--- src/rtl/bist_pkg.sv ---
// bist_pkg: shared types and constants for the BIST signature checker.
//   state_t    - controller state encoding
//   SIG_W_DEF  - default signature width (matches the MISR output)
//   CLR_CYCLES - number of cycles the MISR clear is held
package bist_pkg;

    localparam int SIG_W_DEF  = 7;
    localparam int CLR_CYCLES = 2;
    localparam int CLR_W      = (CLR_CYCLES < 2) ? 1 : $clog2(CLR_CYCLES);

    typedef enum logic [2:0] {
        S_IDLE   = 3'd0,
        S_CLR    = 3'd1,
        S_RUN    = 3'd2,
        S_SETTLE = 3'd3,
        S_CMP    = 3'd4,
        S_DONE   = 3'd5
    } state_t;

endpackage

--- src/rtl/bist_cycle_cnt.sv ---
// bist_cycle_cnt: loadable down-counter with a zero flag; stops at zero.
//   clk        - rising-edge clock
//   reset      - asynchronous active-low reset (count cleared to 0)
//   load_i     - load load_val_i (wins over en_i)
//   en_i       - decrement by one when not already zero
//   load_val_i - value loaded on load_i
//   zero_o     - count is zero
module bist_cycle_cnt #(
    parameter int W = 4
) (
    input  logic         clk,
    input  logic         reset,
    input  logic         load_i,
    input  logic         en_i,
    input  logic [W-1:0] load_val_i,
    output logic         zero_o
);

    logic [W-1:0] cnt_q, cnt_d;

    assign zero_o = (cnt_q == '0);

    always_comb begin
        cnt_d = load_i ? load_val_i : (en_i && !zero_o) ? cnt_q - W'(1) : cnt_q;
    end

    always_ff @(posedge clk or negedge reset) begin
        if (!reset) cnt_q <= '0;
        else        cnt_q <= cnt_d;
    end

endmodule

--- src/rtl/bist_sig_check.sv ---
// bist_sig_check: sequences a MISR (clear, compact, settle) and compares its signature to GOLDEN.
//   clk         - rising-edge clock
//   reset       - asynchronous active-low reset
//   start       - begin a test (honoured only in IDLE or DONE)
//   abort       - return to IDLE from any state, wins over everything
//   misr_sig    - signature from the MISR
//   misr_reset  - active-high MISR clear
//   misr_enable - active-high MISR compaction enable
//   busy        - test in progress
//   done        - test finished, pass/sig_out valid
//   pass        - captured signature equals GOLDEN
//   sig_out     - captured signature
// Optional macro BIST_SIG_CAPTURE_EN: when defined sig_out holds the captured
// signature; when undefined sig_out is tied to 0 and no capture register exists.
// All outputs are registered decodes of the current state, so they trail the
// state register by one cycle; abort and restart clear them on the same edge
// as the state change.
module bist_sig_check
    import bist_pkg::*;
#(
    parameter int               SIG_W      = SIG_W_DEF,
    parameter int               RUN_CYCLES = 5000,
    parameter logic [SIG_W-1:0] GOLDEN     = '0
) (
    input  logic             clk,
    input  logic             reset,
    input  logic             start,
    input  logic             abort,
    input  logic [SIG_W-1:0] misr_sig,
    output logic             misr_reset,
    output logic             misr_enable,
    output logic             busy,
    output logic             done,
    output logic             pass,
    output logic [SIG_W-1:0] sig_out
);

    localparam int CNT_W = (RUN_CYCLES < 1) ? 1 : $clog2(RUN_CYCLES + 1);

    if (RUN_CYCLES < 1) begin : g_bad_run_cycles
        $error("bist_sig_check: RUN_CYCLES must be >= 1");
    end

    state_t           state_q, state_d;
    logic [CLR_W-1:0] clr_q, clr_d;
    logic             misr_reset_q, misr_reset_d;
    logic             misr_enable_q, misr_enable_d;
    logic             busy_q, busy_d;
    logic             done_q, done_d;
    logic             pass_q, pass_d;
    logic             cnt_load, cnt_zero;

    // Counter is loaded with RUN_CYCLES-1 so RUN covers counts RUN_CYCLES-1..0,
    // i.e. exactly RUN_CYCLES cycles, and exits on the zero flag.
    assign cnt_load = (state_q == S_CLR) && (state_d == S_RUN);

    bist_cycle_cnt #(
        .W (CNT_W)
    ) u_run_cnt (
        .clk        (clk),
        .reset      (reset),
        .load_i     (cnt_load),
        .en_i       (state_q == S_RUN),
        .load_val_i (CNT_W'(RUN_CYCLES - 1)),
        .zero_o     (cnt_zero)
    );

    always_comb begin
        state_d = state_q;
        case (state_q)
            S_IDLE, S_DONE: if (start) state_d = S_CLR;
            S_CLR:          if (clr_q == CLR_W'(CLR_CYCLES - 1)) state_d = S_RUN;
            S_RUN:          if (cnt_zero) state_d = S_SETTLE;
            S_SETTLE:       state_d = S_CMP;
            S_CMP:          state_d = S_DONE;
            default:        state_d = S_IDLE;
        endcase
        if (abort) state_d = S_IDLE;
        clr_d         = (state_q == S_CLR && state_d == S_CLR) ? clr_q + CLR_W'(1) : '0;
        misr_reset_d  = !abort && (state_q == S_CLR);
        misr_enable_d = !abort && (state_q == S_RUN);
        busy_d        = !abort && !(state_q == S_IDLE || state_q == S_DONE);
        // done drops on the same edge a restart or abort leaves DONE
        done_d        = (state_q == S_DONE) && (state_d == S_DONE);
        pass_d        = abort ? 1'b0 :
                        (state_q == S_CMP) ? (misr_sig == GOLDEN) :
                        (state_d == S_CLR) ? 1'b0 : pass_q;
    end

    always_ff @(posedge clk or negedge reset) begin
        if (!reset) begin
            state_q       <= S_IDLE;
            clr_q         <= '0;
            misr_reset_q  <= 1'b0;
            misr_enable_q <= 1'b0;
            busy_q        <= 1'b0;
            done_q        <= 1'b0;
            pass_q        <= 1'b0;
        end else begin
            state_q       <= state_d;
            clr_q         <= clr_d;
            misr_reset_q  <= misr_reset_d;
            misr_enable_q <= misr_enable_d;
            busy_q        <= busy_d;
            done_q        <= done_d;
            pass_q        <= pass_d;
        end
    end

    assign misr_reset  = misr_reset_q;
    assign misr_enable = misr_enable_q;
    assign busy        = busy_q;
    assign done        = done_q;
    assign pass        = pass_q;

`ifdef BIST_SIG_CAPTURE_EN
    logic [SIG_W-1:0] sig_q, sig_d;

    always_comb begin
        sig_d = (!abort && state_q == S_CMP) ? misr_sig : sig_q;
    end

    always_ff @(posedge clk or negedge reset) begin
        if (!reset) sig_q <= '0;
        else        sig_q <= sig_d;
    end

    assign sig_out = sig_q;
`else
    assign sig_out = '0;
`endif

endmodule

--- config.mk ---
export PLATFORM = sky130hd
export DESIGN_NAME = bist_sig_check
export DESIGN_NICKNAME = d
export VERILOG_FILES = /design/src/rtl/bist_pkg.sv /design/src/rtl/bist_cycle_cnt.sv /design/src/rtl/bist_sig_check.sv
export SDC_FILE = /design/constraint.sdc
export NUM_CORES = 1
export LEC_CHECK = 0
export CORE_MARGIN = 2
export CORE_UTILIZATION = 50
export DETAILED_ROUTE_END_ITERATION = 10
export PLACE_DENSITY = 0.76
export SETUP_SLACK_MARGIN = 0.5
export SLEW_MARGIN = 20
export SYNTH_ARGS = -nofsm -noshare
export SYNTH_HDL_FRONTEND = slang
export SYNTH_SLANG_ARGS = --single-unit
--- constraint.sdc ---
create_clock -name clk -period 2 [get_ports clk]
set_input_delay 0.4 -clock clk [delete_from_list [all_inputs] [get_ports clk]]
set_output_delay 0.4 -clock clk [all_outputs]
set_load 0.05 [all_outputs]
======== Yosys cells after proc, flatten, opt, wreduce, memory -nomap -nowiden ========
Cells that the tools add are included.
word-level totals
  word-level logic and storage cells ...... 46
  output and inout bits ................... 12
  register bits ........................... 22
operators by class
  equality and inequality tests ........... 8
  add/subtract/negate cells ............... 2
  reductions and logical operators ........ 17
  muxes and demuxes ....................... 11
operator list
  kind                   count
  $mux 13                2
  $pmux 3 s5             1
  $logic_not 13->1       1
  $sub 13x1->13 const B  1
  $mux 3                 4
  $eq 3x2->1 const B     3
  $eq 3x3->1 const B     3
  $logic_and 1x1->1      7
  $logic_not 7->1        1
  $eq 3x1->1 const B     2
  $mux 1                 4
  $logic_not 1->1        3
  $logic_not 3->1        1
  $reduce_bool 3->1      1
  $reduce_bool 2->1      1
  $reduce_or 2->1        1
  $add 1x1->1 const B    1
  $logic_or 1x1->1       1

======== Longest topological paths before layout ========
Gate-level depths: netlist of run 1.
  depth after elaboration ................. 8
  gate-level depth with buffers ........... 6
  mapped depth without buffers ............ 6

======== Modules after synthesis ========
Synthesis of run 1 repeated with hierarchy kept, for this count alone.
unflattened totals
  cells, all modules ...................... 147
  area total of the unflattened synthesis .. 1,410.1 sq um
modules (own cells, without submodules)
  module          sequential area each (sq um)  instances  cells each  area each (sq um)
  bist_cycle_cnt  325.3                         1          95          895.9
  bist_sig_check  225.2                         1          52          514.2

======== Worst setup path before layout of run 1 ========
No wires, ideal clock.
  kind .................................... flip-flop to flip-flop
  start ................................... register u_run_cnt.cnt_q[0]
  end ..................................... register u_run_cnt.cnt_q[9]
  slack ................................... 0.339 ns
  data required time ...................... 1.872 ns
  cell stages (with the launch flop) ...... 7
  data arrival time ....................... 1.534 ns
  buffers on the path ..................... 0
  path through ............................ dfrtp_1 inv_1 ha_1 nor2b_1 a2111oi_4 and3_1 o21ai_1
between the ends
  cells in the longest elaborated chain, start to end .. 7
RTL lines
  what                                                 RTL line              source
  start: declaration                                   bist_cycle_cnt.sv:19  logic [W-1:0] cnt_q, cnt_d;
  start signal: assignment                             bist_cycle_cnt.sv:29  else cnt_q <= cnt_d;
  $logic_not 13->1                                     bist_cycle_cnt.sv:21  assign zero_o = (cnt_q == '0);
  $mux 3                                               bist_sig_check.sv:73  S_RUN: if (cnt_zero) state_d = S_SETTLE;
  $pmux 3 s5                                           bist_sig_check.sv:70  case (state_q)
  $mux 3                                               bist_sig_check.sv:78  if (abort) state_d = S_IDLE;
  $eq 3x2->1                                           bist_sig_check.sv:55  assign cnt_load = (state_q == S_CLR) && (state_d == S_RUN);
  $logic_and 1x1->1                                    bist_sig_check.sv:55
  $mux 13 / $reduce_bool 2->1 (equally long branches)  --
Several ways; a longest one is shown, not always the timed one. The select of a mux whose other input is x is not followed.
A chain may end at the register's enable or synchronous reset.

======== Worst setup path after layout of run 1 ========
  start ................................... register state_q[2]
  end ..................................... register u_run_cnt.cnt_q[9]
between the ends
  cells in the longest elaborated chain, start to end .. 7
RTL lines
  what                                                  RTL line               source
  start: declaration                                    bist_sig_check.sv:44   state_t state_q, state_d;
  start signal: assignment                              bist_sig_check.sv:100  state_q <= state_d;
  $eq 3x3->1 / $logic_not 3->1 (equally long branches)  bist_sig_check.sv:70
  $reduce_or 2->1                                       bist_sig_check.sv:70
  $pmux 3 s5                                            bist_sig_check.sv:70
  $mux 3                                                bist_sig_check.sv:78
  $eq 3x2->1                                            bist_sig_check.sv:55
  $logic_and 1x1->1                                     bist_sig_check.sv:55
  $mux 13 / $reduce_bool 2->1 (equally long branches)   --
Several ways; a longest one is shown, not always the timed one.

==> results of run 1 <==
[power groups by stage]
| stage | Sequential (W) | Combinational [W] | Clock (W) |
|---|---|---|---|
| after floorplan | 0.000640 | 0.000251 | 0 |
| after global placement | 0.000650 | 0.000306 | 0 |
| after detailed placement | 0.000656 | 0.000315 | 0 |
| after CTS | 0.000620 | 0.000425 | 0.000208 |
| after global routing | 0.000655 | 0.000514 | 0.000231 |
| final | 0.000648 | 0.000471 | 0.000202 |
[through the flow]
step / instance area (um2) / utilization (%) / instances
detailed placement: 1470 / 60.9 / 172
finish: 1700 / 70.6 / 189
CTS: 1600 / 66.6 / 187
floorplan: 1320 / - / 132
global placement: 1470 / 60.9 / 172
global route: 1700 / 70.6 / 189
[state kept, by name, summed over array words and instances (netlist names)]
register,flops
u_run_cnt.cnt_q,13
state_q,3
pass,1
clr_q,1
done,1
misr_enable,1
misr_reset,1
busy,1
[what timing repair did]
action	in CTS	in global routing
buffers inserted	12	2
setup endpoints to repair	17	16
resized for setup	21	22
pin swaps	4	6
[area by class of cell]
class | count | area, um2 | area share (%)
flip-flops and latches | 22 | 558 | 32.8
multi-input cells | 93 | 756 | 44.4
repair buffers | 35 | 304 | 17.9
inverters | 6 | 22.5 | 1.32
clock buffers | 3 | 22.5 | 1.32
well taps | 30 | 37.5 | 2.21
[logic make-up (layout without fill, tap and decap cells)]
group	Yosys count	after routing	share of synthesized area, %
and+or+nand+nor	53	53	27.3
AOI/OAI and AO/OA	28	28	16.0
DFF	22	22	44.1
buffers and inverters	17	44	8.22
muxes	3	3	2.40
adders and majority gates	1	1	1.00
other	1	7	0.300
xor gates and xnor gates	1	1	0.702
[path summary, 6_finish.rpt]
| path | endpoint | cells after the start |
|---|---|---|
| max | u_run_cnt.cnt_q[9]$_DFFE_PN0P_ | 4 |
| min reg2reg | clr_q$_DFF_PN0_ | 1 |
| max in group asynchronous | u_run_cnt.cnt_q[0]$_DFFE_PN0P_ | 2 |
| min | u_run_cnt.cnt_q[6]$_DFFE_PN0P_ | 2 |
| min in group clk | clr_q$_DFF_PN0_ | 1 |
| max reg2reg | u_run_cnt.cnt_q[9]$_DFFE_PN0P_ | 4 |
[layout by cell type, fill, tap and decap left out, types with 3 or more instances in the layout]
cell	count
o21ai_0	3
nor3_1	5
dfrtp_1	16
a211o_1	3
or2_2	3
clkdlybuf4s15_2	4
conb_1	7
nor2_1	6
dfrtp_2	6
mux2i_1	3
nand2_1	7
o21ai_1	3
clkdlybuf4s50_1	10
or4_4	4
inv_1	4
nand4_1	4
a21oi_1	7
clkbuf_4	3
buf_4	19
nor4_4	3
[metal layers]
layer / vias to the layer above / part of all wire (%)
met3: 2 / 6.8
li1: 524 / -
met5: - / 0
met1: 546 / 43
met4: 0 / 0.49
met2: 49 / 50
[worst register-to-register path: cells and delay by family, from the launching register on]
| kind | cells | cell delay (ps) |
|---|---|---|
| and+or+nand+nor | 2 | 690 |
| AOI/OAI and AO/OA | 2 | 390 |
| DFF | 1 | 480 |
==> out/metrics.cfg, run 1 <==
[place]
pre_cts_slack_ps=152
gp_congestion=0.807
dp_hpwl_um=1890
io_buffers=15

[drt]
via_count=1121
route.antenna.remaining_nets=0
post_drt_via_cell_ratio=5.93
wl_per_cell_um=16.1
firstDrtPassIters=4
wirelength_um=3050
drc_errors=0
drt-initial-drc-count=52

[clock_tree]
clockRootBuffer=clkbuf_4
clk_pin_slew_ps=120
h-tree-depth=1
clock_path_buffers=2
cts_buffers=3
cts.sinks=22
worstSkewPairLatency_ps=310
ctsHoldBuffers=0
cts_tree=built

[power]
finalPower_w=0.00132
p_clk_share_pct=15.3
p_leak_nw=0.667
p_sw_share_pct=38.0
irDropWorstVdd_mv=0.780
p_comb_share_pct=35.6
intPower_w=0.000819
pwr-share-seq_pct=49.1
power.switching_w=0.000502
powerDensity_nw_per_um2=777

[synth]
async_reset_ff_share_pct=100
synth_cells=126
synthesis.area_um2=1250
syn_area_per_cell_um2=9.91
synth.most_common_cell=dfrtp_1
ys.flop_type=dfrtp_1
synth_edf_count=0
yosys.area.top_type=dfrtp_1
ys_seq_area_share_pct=44.1
synth_warnings=0
netlist.area_leader.share_pct=44.1
synth.distinct_cells=44
synth_area_leaders=dfrtp_1, buf_4, a21oi_1, mux2i_1, nor3_1
yosys-top-cells-count=dfrtp_1, a21oi_1, buf_4, nor2_1, nand2_1
ys_ff_latch=22

[outcome]
status=finished clean

[critical_path]
r2r_start=state_q[2]$_DFF_PN0_
cpMaxStageDelayCell=dfrtp_2
path_class=reg2reg
cp.arrival_ps=1870
cp-end-kind=flop
r2r_setup_slack_ps=320
worstPathCellList=or3b_4 -> a2111oi_4 -> and3_1 -> o21ai_1
max_stage_delay_ps=480
crit_family=simple AND/OR/NAND/NOR gates
cp-startpoint=state_q[2]$_DFF_PN0_
worstSetupStartpointType=flop
crit_fanout=5
critPathRequiredTime_ps=2190
critPathBufInv=0

[global_route]
use_met2_pct=34.1
grt_overflow=0
grt_max_degree=23
grt_util_met3_pct=2.50
gr-usage-met1_pct=33.2
top_usage_layer=met2
grt_util_all_layers_pct=22.6
antenna_found_initial=0
grt_pass1_wl_um=4650
grt_pass1_vias=994

[floorplan]
die_area_um2=2910
rows=18
start_util_pct=51.8
ios=23
die_h_um=54.0
die_w_um=54.0
core_um2=2410

[final_layout]
drive_above_1_share_pct=42.1
syn_to_final_growth_pct=36.2
fillCellCount=167
num-nets-final=173
n_antenna_cell=0

[timing]
setup_violations=0
worst_hold_slack_ps=435
fin_crit_sh_pct=84.1
layout_setup_ws_ps=318
setup_tns_ps=0
fmax_mhz=594
timing.final.crit_period_ps=1680
hold_viol_final=0
finalClockSkew_ps=8.32
rsz0062_at_grt=true
drv_slew=0

[hold_path]
hp-class=in2async

[run]
cap_violations=0

Note: power is estimated with default switching activity, not from simulation.
==> run 2, diff against run 1 <==
==> constraint.sdc (replaced) <==
create_clock -name clk -period 1.59 [get_ports clk]
set_input_delay 0.318 -clock clk [delete_from_list [all_inputs] [get_ports clk]]
set_output_delay 0.318 -clock clk [all_outputs]
set_load 0.05 [all_outputs]
==> out/metrics.cfg, run 2 (synthesized netlist as in run 1, its figures left out) <==
[timing]
drv_slew=0  ; unchanged
rsz0062_at_grt=true
timing.final.crit_period_ps=1880  ; +200 ps
setup_tns_ps=-1500  ; -1500 ps
fin_crit_sh_pct=118  ; +34 points
setup_violations=15  ; +15
finalClockSkew_ps=2.07  ; -6.25 ps
layout_setup_ws_ps=-292  ; -610 ps
hold_viol_final=0  ; unchanged
fmax_mhz=531  ; -11%

[floorplan]
ios=23  ; unchanged
core_um2=2410  ; unchanged
die_h_um=54.0  ; unchanged
rows=18  ; unchanged
die_area_um2=2910  ; unchanged
die_w_um=54.0  ; unchanged
start_util_pct=51.8  ; unchanged

[critical_path]
cp-end-kind=flop
max_stage_delay_ps=470  ; about the same
worstSetupStartpointType=flop
worstPathCellList=nor3b_4 -> nand4_1 -> buf_4 -> buf_6 -> nor3_4 -> mux2i_1
cp.arrival_ps=2130  ; +260 ps
path_class=reg2reg
critPathRequiredTime_ps=1840  ; -350 ps
cpMaxStageDelayCell=dfrtp_1
crit_fanout=4  ; -1
r2r_cells=6  ; +2

[power]
p_clk_share_pct=21.4  ; +6.1 points
p_comb_share_pct=40.2  ; +4.6 points
powerDensity_nw_per_um2=981  ; +26%
p_leak_nw=0.887  ; +33%
power.switching_w=0.000772  ; +54%
finalPower_w=0.00210  ; +59%
pwr-share-seq_pct=38.4  ; -11 points
irDropWorstVdd_mv=0.894  ; +15%
p_sw_share_pct=36.8  ; -1.2 points
intPower_w=0.00133  ; +62%

[outcome]
status=finished with violations
violations=negative setup slack

[clock_tree]
h-tree-depth=1  ; unchanged
clk_pin_slew_ps=130  ; about the same
cts_buffers=3  ; unchanged
clockRootBuffer=clkbuf_4
cts.sinks=22  ; unchanged
clock_path_buffers=2  ; unchanged
ctsHoldBuffers=0  ; unchanged
cts_tree=built
worstSkewPairLatency_ps=330  ; +20 ps

[final_layout]
layout_commonest_cell=buf_4
n_antenna_cell=0  ; unchanged
final_core_util_pct=88.8  ; +18 points
largest_register=u_run_cnt.cnt_q
final_area_um2=2140  ; +26%
final_cell_mix=buf_4, buf_6, dfrtp_1, clkdlybuf4s50_1, conb_1
fillCellCount=93  ; -44%
largest_reg_flops=13  ; unchanged
syn_to_final_growth_pct=71.3
drive_above_1_share_pct=55.5  ; +13 points
num-nets-final=204  ; +18%
largestRegisters=u_run_cnt.cnt_q: 13 flops, state_q: 3 flops

[drt]
wl_per_cell_um=23.0  ; +43%
firstDrtPassIters=4  ; unchanged
wirelength_um=5090  ; +67%
drt-initial-drc-count=47  ; -9.6%
post_drt_via_cell_ratio=6.05  ; +2.1%
via_count=1338  ; +19%
route.antenna.remaining_nets=0  ; unchanged
drc_errors=0  ; unchanged

[global_route]
grt_overflow=0  ; unchanged
grt_max_degree=23  ; unchanged
grt_util_all_layers_pct=29.1  ; +6.5 points
antenna_found_initial=0  ; unchanged
grt_pass1_wl_um=5890  ; +27%
grt_pass1_vias=1219  ; +23%

[place]
io_buffers=15  ; unchanged
gp_congestion=0.843  ; +4.4%
post_dp_cell_area_um2=1600  ; +8.9%
pre_cts_slack_ps=-140  ; -292 ps
dp_hpwl_um=2350  ; +25%

[hold_path]
hp-class=in2async

[run]
cap_violations=0  ; unchanged

## run 2: cell count changes in the layout (fill, tap and decap cells not counted), moves of 2 or more
cell             change
dfrtp_1              +3
nor2_4               +3
nor3_1               -2
a21oi_2              +4
nor2_1               -2
dfrtp_2              -3
clkdlybuf4s15_2      -4
buf_6               +23
a21oi_1              -4
buf_4               +13
## run 2: final cells by class
| class | instances | area [um2] | area share [%] |
|---|---|---|---|
| clock inverters | 1 | 30.0 | 1.40 |
| repair buffers | 66 | 611 | 28.5 |
| inverters | 6 | 22.5 | 1.05 |
| well taps | 30 | 37.5 | 1.75 |
| multi-input cells | 93 | 862 | 40.3 |
| flip-flops and latches | 22 | 554 | 25.9 |
| clock buffers | 3 | 22.5 | 1.05 |
## run 2: metrics by stage
step | std cells | hold slack [ps]
floorplan | 132 | 22.4
global placement | 191 | 483
detailed placement | 191 | 488
CTS | 207 | 341
global route | 221 | 347
finish | 221 | 323
## run 2: final timing paths
check	to	slack, ps	from
worst max-delay path	u_run_cnt.cnt_q[5]$_DFFE_PN0P_	-290	state_q[1]$_DFF_PN0_
worst min-delay path	pass$_DFFE_PN0P_	320	reset
worst max register to register	u_run_cnt.cnt_q[5]$_DFFE_PN0P_	-290	state_q[1]$_DFF_PN0_
worst min register to register	clr_q$_DFF_PN0_	570	clr_q$_DFF_PN0_
max in group asynchronous	u_run_cnt.cnt_q[5]$_DFFE_PN0P_	1030	reset
min in group clk	clr_q$_DFF_PN0_	570	clr_q$_DFF_PN0_
## run 2: per-layer routing
metal	track usage [%]	part of all wire, %	vias up
li1	-	-	584
met1	36.6	39	652
met2	46.5	49	82
met3	7.22	7.9	20
met4	13.8	4.4	0
met5	0	0	-
## run 2: repair_timing
| action | 4_1_cts | 5_1_grt |
|---|---|---|
| pin swaps | 17 | 22 |
| gates cloned | 0 | 0 |
| gates resized for setup | 33 | 35 |
| setup endpoints to repair | 26 | 27 |
| buffers inserted | 12 | 14 |
## run 2: worst max-delay path, delay by kind of cell, from the launching register on
| family | cells | cell delay (ps) |
|---|---|---|
| buffers and inverters | 2 | 340 |
| muxes | 1 | 240 |
| and+or+nand+nor | 3 | 740 |
| DFF | 1 | 470 |
## run 2: power groups by stage
stage / combinational [W] / sequential, W / clock, W
2_1_floorplan: 0.000316 / 0.000805 / 0
3_3_place_gp: 0.000535 / 0.000766 / 0
3_5_place_dp: 0.000562 / 0.000772 / 0
4_1_cts: 0.000672 / 0.000769 / 0.000439
5_1_grt: 0.000899 / 0.000813 / 0.000481
6_report: 0.000843 / 0.000807 / 0.000449
